==> src/rtl/mem_access_ctrl.sv <==
// MEM-stage data-bus controller: decodes the EX/MEM instruction, runs one req/ack bus transaction per load/store,
// steers store byte lanes and extends load data. Optional MEM_ALIGN_EXC_EN raises AdEL/AdES instead of misaligned accesses.
module mem_access_ctrl #(
  parameter int AW = 32
) (
  input  logic          clk,
  input  logic          reset,
  input  logic [31:0]   em_ir,
  input  logic [31:0]   em_alu,
  input  logic [31:0]   em_wdata,
  output logic          bus_req,
  output logic          bus_we,
  output logic [AW-1:0] bus_addr,
  output logic [3:0]    bus_be,
  output logic [31:0]   bus_wdata,
  input  logic          bus_ack,
  input  logic [31:0]   bus_rdata,
  output logic          stall,
  output logic          ld_valid,
  output logic [31:0]   ld_data,
  output logic          exc_valid,
  output logic [4:0]    exc_code,
  output logic [31:0]   exc_badvaddr,
  output logic [1:0]    dbg_state
);

  // Bus handshake: bus_req rises the cycle after a memory op is seen and stays high, with
  // addr/we/be/wdata stable, until the cycle bus_ack is sampled high; that edge completes the
  // transfer and bus_rdata is captured. bus_ack outside a pending request is ignored.
  typedef enum logic [1:0] {
    IDLE = 2'd0,
    BUSY = 2'd1,
    DONE = 2'd2
  } state_t;

  state_t        state_q, state_d;
  logic          bus_req_q, bus_req_d;
  logic          bus_we_q, bus_we_d;
  logic [AW-1:0] bus_addr_q, bus_addr_d;
  logic [3:0]    bus_be_q, bus_be_d;
  logic [31:0]   bus_wdata_q, bus_wdata_d;
  logic          ld_valid_q, ld_valid_d;
  logic [31:0]   ld_data_q, ld_data_d;
  logic          exc_valid_q, exc_valid_d;
  logic [4:0]    exc_code_q, exc_code_d;
  logic [31:0]   exc_badvaddr_q, exc_badvaddr_d;
  logic [1:0]    off_q, off_d;
  logic [1:0]    size_q, size_d;
  logic          uns_q, uns_d;
  logic          is_ld_q, is_ld_d;

  logic [5:0]  opcode;
  logic        is_ld, is_st, uns, mem_op, exc_hit;
  logic [1:0]  size;
  logic [3:0]  st_be;
  logic [31:0] st_wdata;
  logic [7:0]  ld_byte;
  logic [15:0] ld_half;
  logic [31:0] ld_ext;
  logic        unused_ok;

  assign opcode    = em_ir[31:26];
  assign unused_ok = ^{em_ir[25:0]};

  // size: 0 = byte, 1 = half, 2 = word
  always_comb begin
    is_ld = 1'b0;
    is_st = 1'b0;
    size  = 2'd0;
    uns   = 1'b0;
    case (opcode)
      6'b100000: begin is_ld = 1'b1; size = 2'd0; end
      6'b100001: begin is_ld = 1'b1; size = 2'd1; end
      6'b100011: begin is_ld = 1'b1; size = 2'd2; end
      6'b100100: begin is_ld = 1'b1; size = 2'd0; uns = 1'b1; end
      6'b100101: begin is_ld = 1'b1; size = 2'd1; uns = 1'b1; end
      6'b101000: begin is_st = 1'b1; size = 2'd0; end
      6'b101001: begin is_st = 1'b1; size = 2'd1; end
      6'b101011: begin is_st = 1'b1; size = 2'd2; end
      default: ;
    endcase
  end

  assign mem_op = is_ld | is_st;

`ifdef MEM_ALIGN_EXC_EN
  logic misalign;
  assign misalign = ((size == 2'd2) && (em_alu[1:0] != 2'b00)) ||
                    ((size == 2'd1) && em_alu[0]);
  assign exc_hit  = mem_op & misalign;
`else
  assign exc_hit  = 1'b0;
`endif

  assign stall = ((state_q == IDLE) && mem_op && !exc_hit) || (state_q == BUSY);

  always_comb begin
    st_be    = 4'b1111;
    st_wdata = em_wdata;
    case (size)
      2'd0: begin
        st_be    = 4'b0001 << em_alu[1:0];
        st_wdata = {4{em_wdata[7:0]}};
      end
      2'd1: begin
        st_be    = em_alu[1] ? 4'b1100 : 4'b0011;
        st_wdata = {2{em_wdata[15:0]}};
      end
      default: ;
    endcase
  end

  always_comb begin
    ld_byte = bus_rdata[7:0];
    case (off_q)
      2'd1:    ld_byte = bus_rdata[15:8];
      2'd2:    ld_byte = bus_rdata[23:16];
      2'd3:    ld_byte = bus_rdata[31:24];
      default: ld_byte = bus_rdata[7:0];
    endcase
    ld_half = off_q[1] ? bus_rdata[31:16] : bus_rdata[15:0];
    case (size_q)
      2'd0:    ld_ext = uns_q ? {24'h0, ld_byte} : {{24{ld_byte[7]}}, ld_byte};
      2'd1:    ld_ext = uns_q ? {16'h0, ld_half} : {{16{ld_half[15]}}, ld_half};
      default: ld_ext = bus_rdata;
    endcase
  end

  always_comb begin
    state_d        = state_q;
    bus_req_d      = bus_req_q;
    bus_we_d       = bus_we_q;
    bus_addr_d     = bus_addr_q;
    bus_be_d       = bus_be_q;
    bus_wdata_d    = bus_wdata_q;
    ld_valid_d     = 1'b0;
    ld_data_d      = ld_data_q;
    exc_valid_d    = 1'b0;
    exc_code_d     = exc_code_q;
    exc_badvaddr_d = exc_badvaddr_q;
    off_d          = off_q;
    size_d         = size_q;
    uns_d          = uns_q;
    is_ld_d        = is_ld_q;
    case (state_q)
      IDLE: begin
        if (exc_hit) begin
          exc_valid_d    = 1'b1;
          exc_code_d     = is_st ? 5'd5 : 5'd4;
          exc_badvaddr_d = em_alu;
        end else if (mem_op) begin
          state_d     = BUSY;
          bus_req_d   = 1'b1;
          bus_we_d    = is_st;
          bus_addr_d  = {em_alu[AW-1:2], 2'b00};
          bus_be_d    = is_st ? st_be : 4'b1111;
          bus_wdata_d = is_st ? st_wdata : 32'h0;
          off_d       = em_alu[1:0];
          size_d      = size;
          uns_d       = uns;
          is_ld_d     = is_ld;
        end
      end
      BUSY: begin
        if (bus_ack) begin
          state_d   = DONE;
          bus_req_d = 1'b0;
          if (is_ld_q) begin
            ld_valid_d = 1'b1;
            ld_data_d  = ld_ext;
          end
        end
      end
      default: state_d = IDLE;
    endcase
  end

  always_ff @(posedge clk) begin
    if (reset) begin
      state_q        <= IDLE;
      bus_req_q      <= 1'b0;
      bus_we_q       <= 1'b0;
      bus_addr_q     <= '0;
      bus_be_q       <= 4'h0;
      bus_wdata_q    <= 32'h0;
      ld_valid_q     <= 1'b0;
      ld_data_q      <= 32'h0;
      exc_valid_q    <= 1'b0;
      exc_code_q     <= 5'd0;
      exc_badvaddr_q <= 32'h0;
      off_q          <= 2'd0;
      size_q         <= 2'd0;
      uns_q          <= 1'b0;
      is_ld_q        <= 1'b0;
    end else begin
      state_q        <= state_d;
      bus_req_q      <= bus_req_d;
      bus_we_q       <= bus_we_d;
      bus_addr_q     <= bus_addr_d;
      bus_be_q       <= bus_be_d;
      bus_wdata_q    <= bus_wdata_d;
      ld_valid_q     <= ld_valid_d;
      ld_data_q      <= ld_data_d;
      exc_valid_q    <= exc_valid_d;
      exc_code_q     <= exc_code_d;
      exc_badvaddr_q <= exc_badvaddr_d;
      off_q          <= off_d;
      size_q         <= size_d;
      uns_q          <= uns_d;
      is_ld_q        <= is_ld_d;
    end
  end

  assign bus_req      = bus_req_q;
  assign bus_we       = bus_we_q;
  assign bus_addr     = bus_addr_q;
  assign bus_be       = bus_be_q;
  assign bus_wdata    = bus_wdata_q;
  assign ld_valid     = ld_valid_q;
  assign ld_data      = ld_data_q;
  assign exc_valid    = exc_valid_q;
  assign exc_code     = exc_code_q;
  assign exc_badvaddr = exc_badvaddr_q;
  assign dbg_state    = state_q;

endmodule

==> config.mk <==
export PLATFORM = sky130hd
export DESIGN_NAME = mem_access_ctrl
export DESIGN_NICKNAME = d
export VERILOG_FILES = /design/src/rtl/mem_access_ctrl.sv
export SDC_FILE = /design/constraint.sdc
export NUM_CORES = 1
export LEC_CHECK = 0
export ABC_AREA = 1
export CORE_MARGIN = 8
export CORE_UTILIZATION = 43
export CTS_BUF_LIST = sky130_fd_sc_hd__clkbuf_16
export DETAILED_ROUTE_END_ITERATION = 8
export GPL_ROUTABILITY_DRIVEN = 0
export PLACE_DENSITY = 0.86
export RECOVER_POWER = 50
export SYNTH_ARGS = -nofsm -noshare
export SYNTH_HDL_FRONTEND = slang
export SYNTH_SLANG_ARGS = --single-unit
export TNS_END_PERCENT = 10
==> constraint.sdc <==
create_clock -name clk -period 2.2 [get_ports clk]
set_input_delay 0.33 -clock clk [delete_from_list [all_inputs] [get_ports clk]]
set_output_delay 0.33 -clock clk [all_outputs]
set_load 0.02 [all_outputs]
==> results.txt, run 1 <==
The flow ran to the end, and the final reports show no timing, DRC or antenna violations. The period utilization works out to 0.930. STA classifies the critical path startpoint as an input port. Count of instances resized after the clock tree is built: 1. The detail route stage leaves a number of antenna-violating nets equal to 0.

The sequential element share of the synthesized area is 0.408, and the count of synthesis-stage warnings from yosys is 0. For the total of endpoints with negative setup slack in the final report, the log shows 0. The tightest min-delay check is of the reg2reg type. For the arrival time at the worst endpoint, the log shows 1.72 ns. For the buffer count from post-CTS setup fixing, the log shows 0. For flop-to-flop paths, the worst setup slack is 0.23 ns.

The transition time at the pin with the least slew margin is 1.15 ns, and the detailed placer's ending HPWL is 13.4 mm. Across all layers, the routed design uses 5,729 vias. For this design the ratio of total power to cell area is 564 nW/um^2. Summed over all layers, the global routing overflow is 0.

The peak supply drop is 0.321 mV, and the clock network fraction of total power is 0.373. Area share of and/or/nand/nor cells after synthesis: 0.292. Entering global routing, the biggest net connects 88 pins. Setup repair after global routing left no endpoint under its margin.

The tools report the max-capacitance violation count as 0. In this run the deepest clock path goes through 2 buffers. The maximum net fanout on the critical path is 3, and the minimum clock period after layout is 2.05 ns. Critical setup path kind: in2out.

The count of cell types in the netlist was 26. STA classifies the critical path endpoint as a primary output. The number of cells on the worst reg-to-reg path was 8. The detail-routed net length per standard cell works out to 16.2 um. Launching point of the worst reg2reg path: off_q[1]. The tools report the total clock buffers created by CTS as 9. After synthesis the cells add up to 5350 sq um.

The portion of synthesized cell area occupied by the leading cell type came out at 0.408. The number of antenna violations at the first check in global routing came out at 0. The tools report the via count of the first global-routing pass as 5,415. The floorplan step set the die height to 128 um. The tools report the critical path startpoint as em_ir[31].

The net switching fraction of the power works out to 0.265. Clock tree synthesis selected as its root buffer the cell clkbuf_16. Depth of the critical timing path with buffers and inverters included: 8. The width of the die is 128 um.

275 I/O pins were placed. Leakage power summed over all cells: 3.43 nW. The number of remaining DRC errors is 0. The internal portion of total power is 3.21 mW, and the share of cell area taken by muxes after synthesis is 0. TritonCTS built the clock tree. The final layout contains routed wiring with a total length of 18.2 mm.

In this run the mean area of a mapped cell was 7.01 sq um. Before antenna repair, the detailed router went through 5 iterations. The area growth from synthesis to layout was 44.7%; the worst slew margin relative to its limit was 0.233. The compound-gate portion of the synthesized area is 0.158. The tools report the placeable core area as 12,100 sq um. The insertion delay to the later sink of the worst-skew pair came out at 0.36 ns. The category of cells accounting for the largest share of critical-path delay is buffers and inverters.

The worst flop-to-flop path endpoint is ld_data[23]. On the final layout, the worst clock skew is 0.00765 ns. The logs give 411 for the initial DRC count and 0.160 for the part of the power in combinational logic.

After synthesis, the largest family of logic cells by area is simple AND/OR/NAND/NOR gates. Row generation in the floorplan step produced 40 rows. By count the netlist is led by nand3_1 (118), nand2_1 (111), dfxtp_1 (109).

Following the worst setup path forward leads to its endpoint at stall. The count of pins over their slew limit is 0, and the total of buffers placed on input and output ports is 208. The xor/xnor share of the synthesized area was 0. The most used flip-flop cell after synthesis was dfxtp_1.

For the highest attainable clock frequency, the log shows 489 MHz. The post-synthesis sequential element count works out to 109. The logs give 0.214 for the all-layer global routing usage and 27.9 mm for the wire length of the first global-routing pass. The analysis attributes to net switching a power of 1.16 mW. The repair_antennas step left the layout with diodes totalling 0.

The vias per cell came out at 5.10. The die covers 16,300 sq um. The cell count after synthesis came out at 763.

The run gives 0.444 as the initial core utilization. The count of nets after finishing was 1,082. For this run, the slowest stage of the critical path takes 0.60 ns. The post-synthesis share of cell area spent on full adders, half adders and majority gates works out to 0. The final design utilization was 0.642; the proportion of synthesized flip-flops having asynchronous set or reset was 0. Summed over all instances, the cell type with the most area after synthesis is dfxtp_1. After detailed placement, the design holds a cell count of 1,108. The cell with the biggest individual delay on the critical path was dlygate4sd3_1. Number of buffers and inverters on the critical path: 3. The signal on the critical path passes through dlygate4sd3_1 -> inv_2 -> nor2_2 -> nand3b_2 -> nand2_1 -> nand2_2 -> nand3_1 -> dlygate4sd2_1.

Depth of the CTS H-tree: 3. Summed over all failing endpoints, the final setup total negative slack is 0 ns. Sequential power share: 0.467. Ranked by total cell area, the synthesized netlist is headed by dfxtp_1 (41%), nand3_1 (11%), a21oi_1 (9.7%), nand2_1 (7.8%), buf_4 (6.3%). The share of cells above drive strength 1 is 0.0826, and the clock transition at the registers of the reported paths is 0.07 ns. In this run the most critical hold path is launched from bus_we. The tree built by TritonCTS fans out to 109 sinks.

The design draws 4.37 mW. STA puts the critical path data required time at 1.87 ns. The hold violation count in the final report came out at 0. The finished layout holds 1,124 standard cells, fillers aside. After clock tree synthesis, the flow added hold-fix buffers numbering 0.

The number of flops mapped to enable cells by yosys works out to 0. The most common cell in the netlist was nand3_1.
-- worst min-delay path, stage by stage, from the launching register on --
cell,delay [ns]
dfxtp_1,0.31
nand2_1,0.06
a21oi_1,0.05
-- how the worst min path moves through the flow --
stage / to / slack [ns] / cells past startpoint
after floorplan: is_ld_q / 0.46 / 2
after global placement: bus_we / 0.45 / 2
after detailed placement: bus_we / 0.45 / 2
after CTS: bus_we / 0.47 / 2
after global routing: bus_addr[31] / 0.50 / 2
final: bus_we / 0.46 / 2
-- through the flow --
step,cell area (sq um),hold WS (ns),setup WS (ns)
global placement,7470,0.451,-0.0140
global route,7740,0.498,0.0577
detailed placement,7470,0.455,-0.0440
CTS,7760,0.466,0.219
floorplan,5500,0.458,0.553
finish,7740,0.458,0.154
-- cells in the final DEF (no fill, tap or decap), types with 2 or more instances in the layout --
master           instances
o211ai_1                 9
buf_12                   5
o21ai_1                  2
dfxtp_1                109
clkbuf_16                9
nor2_2                  10
clkinv_2                 2
inv_2                    5
clkdlybuf4s50_1        110
buf_4                   13
nor3_1                   9
dlygate4sd3_1           96
clkbuf_1                 4
conb_1                  40
nand3_1                118
nand2_1                111
o22ai_1                  2
or2_2                   24
inv_1                   54
o21ai_0                 46
nor2_1                  59
nand3_2                  2
nand2_2                  3
a21oi_1                104
-- kinds of logic after synthesis --
family	count (synthesis)
AO/OA/AOI/OAI	164
buffers and inverters	150
flip-flops	109
other	1
AND/OR/NAND/NOR	339
-- sequential cells by signal (all words and copies together) (netlist names), 2 cells and up --
register,flops
bus_addr,30
bus_be,4
bus_wdata,32
dbg_state,2
ld_data,32
off_q,2
size_q,2
-- cell type report --
| cell class | instances | area (sq um) |
|---|---|---|
| Fill cell | 1078 | 4320 |
| Sequential cell | 109 | 2180 |
| Clock buffer | 9 | 225 |
| Multi-Input combinational cell | 543 | 2550 |
| Timing Repair Buffer | 230 | 2290 |
| Clock inverter | 7 | 65.1 |
| Inverter | 58 | 218 |
| Tap cell | 168 | 210 |
-- per-layer routing --
metal,part of all wire,GRT usage,vias to the layer above,routed length [um]
li1,-,-,2806,-
met1,0.38,0.236,2589,6850
met2,0.48,0.365,300,8690
met3,0.12,0.0761,34,2140
met4,0.027,0.0931,0,483
met5,0,0,-,0
-- power by group through the flow --
stage	Combinational, mW	Sequential (mW)	Clock (mW)
floorplan	0.346	2.13	0
global placement	0.703	2.08	0
detailed placement	0.710	2.09	0
CTS	0.713	2.04	1.66
global route	0.753	2.04	1.72
finish	0.700	2.04	1.63
Power figures use the tool's default switching activity.
==> inputs of run 2 (changes only) <==
--- a/config.mk
+++ b/config.mk
@@ -9,6 +9,7 @@
 export CORE_MARGIN = 8
 export CORE_UTILIZATION = 43
 export CTS_BUF_LIST = sky130_fd_sc_hd__clkbuf_16
+export CTS_CLUSTER_SIZE = 24
 export DETAILED_ROUTE_END_ITERATION = 8
 export GPL_ROUTABILITY_DRIVEN = 0
 export PLACE_DENSITY = 0.86
==> results of run 2 <==
Same layout as run 1: the final DEF is identical, and so are final timing and power.
==> inputs of run 3 (changes only) <==
--- a/config.mk
+++ b/config.mk
@@ -14,6 +14,7 @@
 export GPL_ROUTABILITY_DRIVEN = 0
 export PLACE_DENSITY = 0.86
 export RECOVER_POWER = 50
+export SKIP_LAST_GASP = 1
 export SYNTH_ARGS = -nofsm -noshare
 export SYNTH_HDL_FRONTEND = slang
 export SYNTH_SLANG_ARGS = --single-unit
==> results of run 3 <==
Same layout as run 1: the final DEF is identical, and so are final timing and power.
